--- src/rtl/ethsched_pkg.sv ---
// Shared types and default sizing for the transmit grant scheduler.
package ethsched_pkg;

  typedef enum logic [1:0] {
    IDLE     = 2'd0,
    GRANT    = 2'd1,
    WAITBUSY = 2'd2,
    ACTIVE   = 2'd3
  } sched_state_e;

  localparam int DEF_NREQ = 4;
  localparam int DEF_CW   = 16;
  localparam int DEF_CNTW = 5;
  localparam int DEF_TOUT = 255;

endpackage

--- src/rtl/rr_pick.sv ---
// Round-robin picker: first set mask bit scanning from (last+1) mod NREQ with wrap.
module rr_pick #(
  parameter int NREQ = 4
) (
  input  logic [NREQ-1:0]         mask,
  input  logic [$clog2(NREQ)-1:0] last,
  output logic [$clog2(NREQ)-1:0] idx,
  output logic                    valid
);
  localparam int LW = $clog2(NREQ);

  logic [LW-1:0] j;

  // Scan from the farthest offset down so the nearest hit is the last write.
  always_comb begin
    idx   = '0;
    valid = 1'b0;
    j     = '0;
    for (int k = NREQ; k >= 1; k--) begin
      j = LW'((int'(last) + k) % NREQ);
      if (mask[j]) begin
        idx   = j;
        valid = 1'b1;
      end
    end
  end

endmodule

--- src/rtl/tx_grant_sched.sv ---
// Arbitrates per-client frame requests onto one shared transmitter with
// round-robin grants, per-client pending counters and sticky error flags.
module tx_grant_sched
  import ethsched_pkg::*;
#(
  parameter int NREQ = DEF_NREQ,
  parameter int CW   = DEF_CW,
  parameter int CNTW = DEF_CNTW,
  parameter int TOUT = DEF_TOUT
) (
  input  logic                     clk,
  input  logic                     reset,
  input  logic [NREQ-1:0]          request,
  input  logic [NREQ*CW-1:0]       requestcode,
  output logic [NREQ-1:0]          requestacpt,
  input  logic                     txbusy,
  output logic [NREQ-1:0]          ack,
  output logic [CW-1:0]            ackcode,
  output logic [$clog2(NREQ)-1:0]  sel,
  output logic [NREQ*CNTW-1:0]     pendcnt,
  input  logic                     stickyclr,
  output logic                     overflow,
  output logic                     timeout
);
  localparam int SW = $clog2(NREQ);
  localparam int TW = $clog2(TOUT + 1);

  sched_state_e state, nstate;

  logic [NREQ-1:0][CNTW-1:0] cnt;
  logic [NREQ-1:0][CW-1:0]   code;
  logic [NREQ-1:0][CW-1:0]   rcode;
  logic [NREQ-1:0]           full, nz, dec;
  logic [SW-1:0]             idx, last, pick_idx;
  logic                      pick_vld;
  logic [TW-1:0]             timer;
  logic                      tmr_done, ovf_set, to_set;

  assign rcode   = requestcode;
  assign pendcnt = cnt;

  for (genvar i = 0; i < NREQ; i++) begin : g_cli
    assign full[i] = &cnt[i];
    assign nz[i]   = |cnt[i];
  end

  assign requestacpt = request & ~full;
  assign ovf_set     = |(request & full);
  assign tmr_done    = (timer == TW'(TOUT - 1));
  assign to_set      = (state == WAITBUSY) && !txbusy && tmr_done;

  always_comb begin
    dec = '0;
    if (state == GRANT) dec[idx] = 1'b1;
  end

  rr_pick #(.NREQ(NREQ)) u_pick (
    .mask  (nz),
    .last  (last),
    .idx   (pick_idx),
    .valid (pick_vld)
  );

  always_ff @(posedge clk or posedge reset) begin
    if (reset) state <= IDLE;
    else       state <= nstate;
  end

  always_comb begin
    nstate = state;
    case (state)
      IDLE:     if (!txbusy && pick_vld) nstate = GRANT;
      GRANT:    nstate = WAITBUSY;
      WAITBUSY: if (txbusy) nstate = ACTIVE;
                else if (tmr_done) nstate = IDLE;
      ACTIVE:   if (!txbusy) nstate = IDLE;
      default:  nstate = IDLE;
    endcase
  end

  // A grant and a new accept on the same client cancel in the counter.
  always_ff @(posedge clk or posedge reset) begin
    if (reset) begin
      cnt  <= '0;
      code <= '0;
    end else begin
      for (int i = 0; i < NREQ; i++) begin
        if (requestacpt[i]) code[i] <= rcode[i];
        if (requestacpt[i] && !dec[i])      cnt[i] <= cnt[i] + 1'b1;
        else if (dec[i] && !requestacpt[i]) cnt[i] <= cnt[i] - 1'b1;
      end
    end
  end

  // ack/sel/ackcode are loaded on the edge entering GRANT so ack is registered.
  always_ff @(posedge clk or posedge reset) begin
    if (reset) begin
      idx      <= '0;
      last     <= SW'(NREQ - 1);
      sel      <= '0;
      ack      <= '0;
      ackcode  <= '0;
      timer    <= '0;
      overflow <= 1'b0;
      timeout  <= 1'b0;
    end else begin
      if (state == IDLE && nstate == GRANT) begin
        idx     <= pick_idx;
        sel     <= pick_idx;
        ackcode <= code[pick_idx];
        ack     <= NREQ'(1) << pick_idx;
      end else begin
        ack <= '0;
      end
      if (state == GRANT) last <= idx;
      if (state == WAITBUSY && !txbusy && !tmr_done) timer <= timer + 1'b1;
      else                                           timer <= '0;
      overflow <= ovf_set | (overflow & ~stickyclr);
      timeout  <= to_set  | (timeout  & ~stickyclr);
    end
  end

endmodule

--- config.mk ---
export PLATFORM = sky130hd
export DESIGN_NAME = tx_grant_sched
export DESIGN_NICKNAME = d
export VERILOG_FILES = /design/src/rtl/ethsched_pkg.sv /design/src/rtl/rr_pick.sv /design/src/rtl/tx_grant_sched.sv
export SDC_FILE = /design/constraint.sdc
export NUM_CORES = 1
export LEC_CHECK = 0
export CAP_MARGIN = 5
export CORE_UTILIZATION = 30
export DETAILED_ROUTE_END_ITERATION = 12
export PLACE_DENSITY_LB_ADDON = 0.05
export SLEW_MARGIN = 20
export SYNTH_ARGS = -nofsm -noshare
export SYNTH_HDL_FRONTEND = slang
export SYNTH_SLANG_ARGS = --single-unit
--- constraint.sdc ---
create_clock -name clk -period 6.48 [get_ports clk]
set_input_delay 1.296 -clock clk [delete_from_list [all_inputs] [get_ports clk]]
set_output_delay 1.296 -clock clk [all_outputs]
set_load 0.02 [all_outputs]
==> reports/results.ini, run 1 <==
[worst_setup_path]
cp-start-kind = input pin
r2r_start = pendcnt[16]
setup.worst_path.start = request[3]
cp_num_cells = 4
cp-end-kind = primary output
cp_slowest_stage_delay_ns = 0.69
crit_path_cell_trace = clkdlybuf4s50_1 > nand2_1 > clkinv_1 > clkdlybuf4s50_1
r2r_slack_ns = 3.03
required_ns = 5.18
crit_fanout = 18
r2r_end = pendcnt[19]
critPathBufInv = 3
slowest_stage = clkdlybuf4s50_1
cp-endpoint = requestacpt[3]
rr_worst_depth = 12
crit_family = buffers and inverters
crit_top_cell = clkdlybuf4s50_1
crit_arrival_ns = 3.42
worstSetupPathType = in -> out

[detailed_routing]
remaining_drc_errors = 0
drt_iter0_markers = 372
via_count = 4847
via_per_inst = 4.743
ant_nets = 0
avgRoutedWirePerCell_microns = 16.35
firstDrtPassIters = 5
drt_wl_total_microns = 16710

[pwr]
power_frac_comb_pct = 40.7
ir_drop_mv = 0.2581
power_mw = 3.876
p_leak_nw = 3.700
switchingPower_mw = 1.441
seqPwrFrac_pct = 31.1
intPower_mw = 2.436
pwr-share-clk_pct = 28.2
p_sw_share_pct = 37.17
power_density_mw_per_mm2 = 481.3

[cells_and_area]
n_fill_cell = 1901
syn2layout_area_growth_pct = 36.23
final_common_cell = nand2_1
multi_input_area_sq_mm = 0.002708
final_util_pct = 42.35
fin_area_sq_mm = 0.008054
layout.cells.non_filler = 1022
fin_nets = 843
layout_common_cells = nand2_1, clkdlybuf4s50_1, dfrtp_1, nor2_1, nand3_1
antenna_cells = 0
drive_above_1_share_pct = 8.530
area.sequential_sq_mm = 0.003005

[grt]
grt_pass1_vias = 4714
grt_first_pass_wirelength_microns = 26610
grt-ovfl-total = 0
antenna_found_initial = 0
gr-usage-all-layers_pct = 17.48
grt_max_degree = 62

[synthesis]
synth_edf_count = 0
syn_area_sq_mm = 0.005912
ys_types = 48
netlist.area_leader.share_pct = 49.95
ys_seq_area_share_pct = 50.84
yosysTopAreaCell = dfrtp_1
ys_async_sr_fraction_pct = 100.0
synth_cells = 631
ys.flop_type = dfrtp_1
syn_nets = 725
synth_seq_cells = 120
synth_warnings = 0
syn_area_per_cell_sq_um = 9.369
synth.area.top_cells = dfrtp_1, nand2_1, ha_1

[sta]
skew_ns = 0.007574
hold_violations = 0
setup_viol = 0
tns_ns = 0
whs_ns = 0.4767
fin_crit_sh_pct = 72.83
fmax_mhz = 211.9
period_minus_slack_ns = 4.719
slew_headroom_pct = 35.21
slew_violations = 0
worst_pin_slew_ns = 0.9718
setup_ws_ns = 1.761
rsz0062_at_grt = false

[floorplanning]
start_util_pct = 31.09
pin_count = 120
die_area_sq_mm = 0.02027
die_w_microns = 142.4
core_area_sq_mm = 0.01902
placementRows = 50
fp.dieH_microns = 142.4

[placement]
place_inst = 989
gp_congestion = 0.8100
io_buffers = 119
dpl_worst_slack_ns = 1.746
dp_hpwl_microns = 11770
placed_area_sq_mm = 0.007348

[min_path]
hp-class = reg -> reg

[clock_network]
numCtsBuffers = 17
cts_max_level = 4
cts_setup_buffers = 0
worstSkewPairLatency_ns = 0.41
cts_tree = done
post_cts_resized = 0
cts_sinks = 120
hold_buffers = 0
clkSlewWorstSetupHoldPaths_ns = 0.05
cts_buffer_depth = 2
cts_root_buf = clkbuf_16

[run_status]
outcome = finished clean

[run]
maxCapViolations = 0

[kinds of logic (layout without fill, tap and decap cells)]
group                      count (synthesis)  in the layout  synth area share (%)
AOI/OAI and AO/OA                         79             79                 10.60
DFF                                      120            120                 50.84
muxes                                      6              6                 1.122
xor gates and xnor gates                  26             26                 3.852
adders and majority gates                 22             22                 5.164
and+or+nand+nor                          333            333                 24.93
buffers and inverters                     45            176                 3.492
[layer usage]
metal  up-vias  track usage (%)  wire, microns
met5         -                0              0
met4         0            5.716            270
met3        22            4.913            934
met2       151            23.81           6912
met1      2314            26.14           8593
li1       2360                -              -
[worst min path at each step]
stage	endpoint	slack [ns]	start	depth (start not counted)
after global routing	code[46]	0.50	code[46]	2
final	code[12]	0.48	code[12]	2
after CTS	code[12]	0.48	code[12]	2
after global placement	code[27]	0.46	code[27]	2
after detailed placement	code[12]	0.46	code[12]	2
after floorplan	code[11]	0.44	code[11]	2
[Yosys cell counts (3+ instances only)]
library cell  instances
a21o_1                9
a21oi_1              11
a221oi_1             12
a221oi_2              4
a31oi_1              17
and2_1               11
and2_4                4
and3_1                8
buf_1                 4
buf_2                 6
buf_4                 4
clkbuf_1             12
clkinv_1              4
dfrtp_1             118
fa_1                  4
ha_1                 18
inv_1                13
mux2_2                5
nand2_1             216
nand3_1              27
nand3b_1             16
nand4_1               5
nor2_1               35
o21ai_0              11
o21ai_1               3
xnor2_1              12
xor2_1               14
[registers in the layout, summed over array words and instances, names as in the netlist]
signal and cells:
state 2, ackcode 16, timer 8, idx 2
timeout 1, code 64, overflow 1, pendcnt 20
last 2, ack 4
[tightest hold or removal path, cell delays in order, from the launching register on]
cell,delay (ns)
dfrtp_1,0.33
nand2_1,0.06
nand2_1,0.06
[power groups by stage]
stage / registers (mW) / logic (mW) / clock network, mW
after floorplan: 1.29 / 0.943 / 0
after global placement: 1.22 / 1.55 / 0
after detailed placement: 1.22 / 1.58 / 0
after CTS: 1.21 / 1.58 / 1.12
after global routing: 1.25 / 1.73 / 1.16
final: 1.21 / 1.58 / 1.09
[cell type report]
cell class,instances,area share [%]
inverter,17,0.8234
timing repair buffer,127,15.58
tap,260,4.039
multi-input combinational,466,33.62
clock buffer,26,6.696
clock inverter,6,1.926
sequential,120,37.32
Note: power is estimated with default switching activity, not from simulation.
==> run 2: changes to the inputs <==
==> constraint.sdc (replaced) <==
create_clock -name clk -period 4 [get_ports clk]
set_input_delay 0.8 -clock clk [delete_from_list [all_inputs] [get_ports clk]]
set_output_delay 0.8 -clock clk [all_outputs]
set_load 0.02 [all_outputs]
==> reports/results.ini, run 2 (same netlist as run 1, synthesis figures left out) <==
[sta]
whs_ns = 0.4688  ; was 0.4767 ns
rsz0062_at_grt = false  ; unchanged
worst_pin_slew_ns = 0.8701  ; was 0.9718 ns
slew_violations = 0  ; unchanged
fin_crit_sh_pct = 80.71
hold_violations = 0  ; unchanged
period_minus_slack_ns = 3.228
setup_viol = 0  ; unchanged
fmax_mhz = 309.8
setup_ws_ns = 0.7718  ; was 1.761 ns
skew_ns = 0.009030  ; was 0.007574 ns
tns_ns = 0  ; unchanged
slew_headroom_pct = 41.80  ; was 35.21%

[worst_setup_path]
rr_worst_depth = 12  ; unchanged
cp-start-kind = input pin  ; unchanged
cp-end-kind = primary output  ; unchanged
crit_fanout = 17  ; was 18
r2r_start = pendcnt[5]  ; was pendcnt[16]
cp_slowest_stage_delay_ns = 0.63  ; was 0.69 ns
crit_family = buffers and inverters  ; unchanged
required_ns = 3.20  ; was 5.18 ns
r2r_end = pendcnt[9]  ; was pendcnt[19]
crit_path_cell_trace = clkdlybuf4s50_1 > nand2_1 > buf_4 > clkinv_1 > buf_4 > clkdlybuf4s50_1  ; was clkdlybuf4s50_1 > nand2_1 > clkinv_1 > clkdlybuf4s50_1
crit_arrival_ns = 2.43  ; was 3.42 ns
r2r_slack_ns = 1.15  ; was 3.03 ns
worstSetupPathType = in -> out  ; unchanged
slowest_stage = clkdlybuf4s50_1  ; unchanged
critPathBufInv = 5  ; was 3

[floorplanning]
start_util_pct = 31.09  ; unchanged
pin_count = 120  ; unchanged
core_area_sq_mm = 0.01902  ; unchanged
fp.dieH_microns = 142.4  ; unchanged
die_w_microns = 142.4  ; unchanged
placementRows = 50  ; unchanged
die_area_sq_mm = 0.02027  ; unchanged

[detailed_routing]
via_per_inst = 4.621  ; was 4.743
firstDrtPassIters = 4  ; was 5
via_count = 4769  ; was 4847
avgRoutedWirePerCell_microns = 16.53  ; was 16.35 microns
remaining_drc_errors = 0  ; unchanged
ant_nets = 0  ; unchanged
drt_wl_total_microns = 17060  ; was 16710 microns
drt_iter0_markers = 319  ; was 372

[cells_and_area]
layout_common_cells = nand2_1, clkdlybuf4s50_1, dfrtp_1, nor2_1, nand3_1  ; unchanged
drive_above_1_share_pct = 9.845  ; was 8.530%
layout.cells.non_filler = 1032  ; was 1022
largest_reg_flops = 64  ; unchanged
top_register = code  ; unchanged
fin_nets = 853  ; was 843
antenna_cells = 0  ; unchanged
syn2layout_area_growth_pct = 35.85  ; was 36.23%
final_common_cell = nand2_1  ; unchanged

[min_path]
hp-class = reg -> reg  ; unchanged
hold_end = code[11]  ; was code[12]
hold_path_depth = 2  ; unchanged
min-delay-start = code[11]  ; was code[12]

[pwr]
p_leak_nw = 3.701  ; was 3.700 nW
power_mw = 6.119  ; was 3.876 mW
power_density_mw_per_mm2 = 761.9  ; was 481.3 mW/mm^2
ir_drop_mv = 0.3317  ; was 0.2581 mV

[grt]
grt-ovfl-total = 0  ; unchanged
grt_first_pass_wirelength_microns = 27220  ; was 26610 microns
gr-usage-all-layers_pct = 17.88  ; was 17.48%
grt_max_degree = 63  ; was 62
antenna_found_initial = 0  ; unchanged
grt_pass1_vias = 4866  ; was 4714

[clock_network]
cts_max_level = 4  ; unchanged
numCtsBuffers = 17  ; unchanged
worstSkewPairLatency_ns = 0.41  ; about the same
cts_buffer_depth = 2  ; unchanged
cts_root_buf = clkbuf_16  ; unchanged
cts_sinks = 120  ; unchanged
hold_buffers = 0  ; unchanged
clkSlewWorstSetupHoldPaths_ns = 0.05  ; about the same
cts_tree = done  ; unchanged
cts_setup_buffers = 0  ; unchanged
post_cts_resized = 0  ; unchanged

[placement]
dp_hpwl_microns = 12200  ; was 11770 microns
dpl_worst_slack_ns = 0.7069  ; was 1.746 ns
io_buffers = 119  ; unchanged
place_inst = 1000  ; was 989
gp_congestion = 0.8358  ; was 0.8100

[run]
maxCapViolations = 0  ; unchanged

[run_status]
outcome = finished clean  ; unchanged

==> run 2: cell types whose count changed in the layout (fill, tap and decap cells not counted) <==
cell        previous run  this run
clkinv_2               1         6
buf_4                  7        18
clkbuf_8               8         1
o21ai_1                3         2
buf_6                  1         0
clkinvlp_4             0         1
o21ai_2                0         1
bufinv_16              5         3
clkinv_4               0         3
==> run 2: worst max-delay path by stage <==
stage / from / endpoint / depth (start not counted) / slack [ns]
6_report: request[3] / requestacpt[3] / 6 / 0.77
3_3_place_gp: request[1] / pendcnt[9] / 12 / 0.75
4_1_cts: pendcnt[5] / requestacpt[1] / 5 / 0.75
2_1_floorplan: reset / ack[0] / 1 / 0.02
5_1_grt: request[3] / requestacpt[3] / 6 / 0.66
3_5_place_dp: request[1] / pendcnt[9] / 12 / 0.71
==> run 2: metrics by stage <==
| step | cell area (sq um) | util [%] |
|---|---|---|
| 2_1_floorplan | 5912 | - |
| 3_3_place_gp | 7431 | 39.07 |
| 3_5_place_dp | 7431 | 39.07 |
| 4_1_cts | 8028 | 42.21 |
| 5_1_grt | 8031 | 42.23 |
| 6_report | 8031 | 42.23 |
==> run 2: worst register-to-register path, delay by kind of cell, from the launching register on <==
kind / cells / cell delay [ns]
compound gates: 2 / 0.33
xor+xnor: 2 / 0.27
buf+inv: 3 / 0.59
simple gates: 3 / 0.28
fa+ha+maj: 2 / 0.58
flops: 1 / 0.67
==> run 2: area by class of cell <==
| type | count | area, sq um |
|---|---|---|
| clock buffer | 19 | 442.9 |
| multi-input combinational | 466 | 2711 |
| clock inverter | 13 | 153.9 |
| fill | 1911 | 10990 |
| inverter | 17 | 66.31 |
| timing repair buffer | 137 | 1326 |
| sequential | 120 | 3005 |
| tap | 260 | 325.3 |
==> run 2: power breakdown <==
| group | switching [mW] | total (mW) | leakage [nW] | internal, mW |
|---|---|---|---|---|
| registers | 0.402 | 1.97 | 1.46 | 1.57 |
| clock network | 0.559 | 1.55 | 0.296 | 0.991 |
| logic | 1.42 | 2.60 | 1.95 | 1.18 |
==> run 2: layer usage <==
metal / track usage, % / vias to the layer above / part of all wire [%]
met2: 25.64 / 140 / 43
met4: 6.395 / 0 / 1.1
li1: - / 2377 / -
met3: 4.341 / 12 / 5.5
met5: 0 / - / 0
met1: 25.91 / 2240 / 50
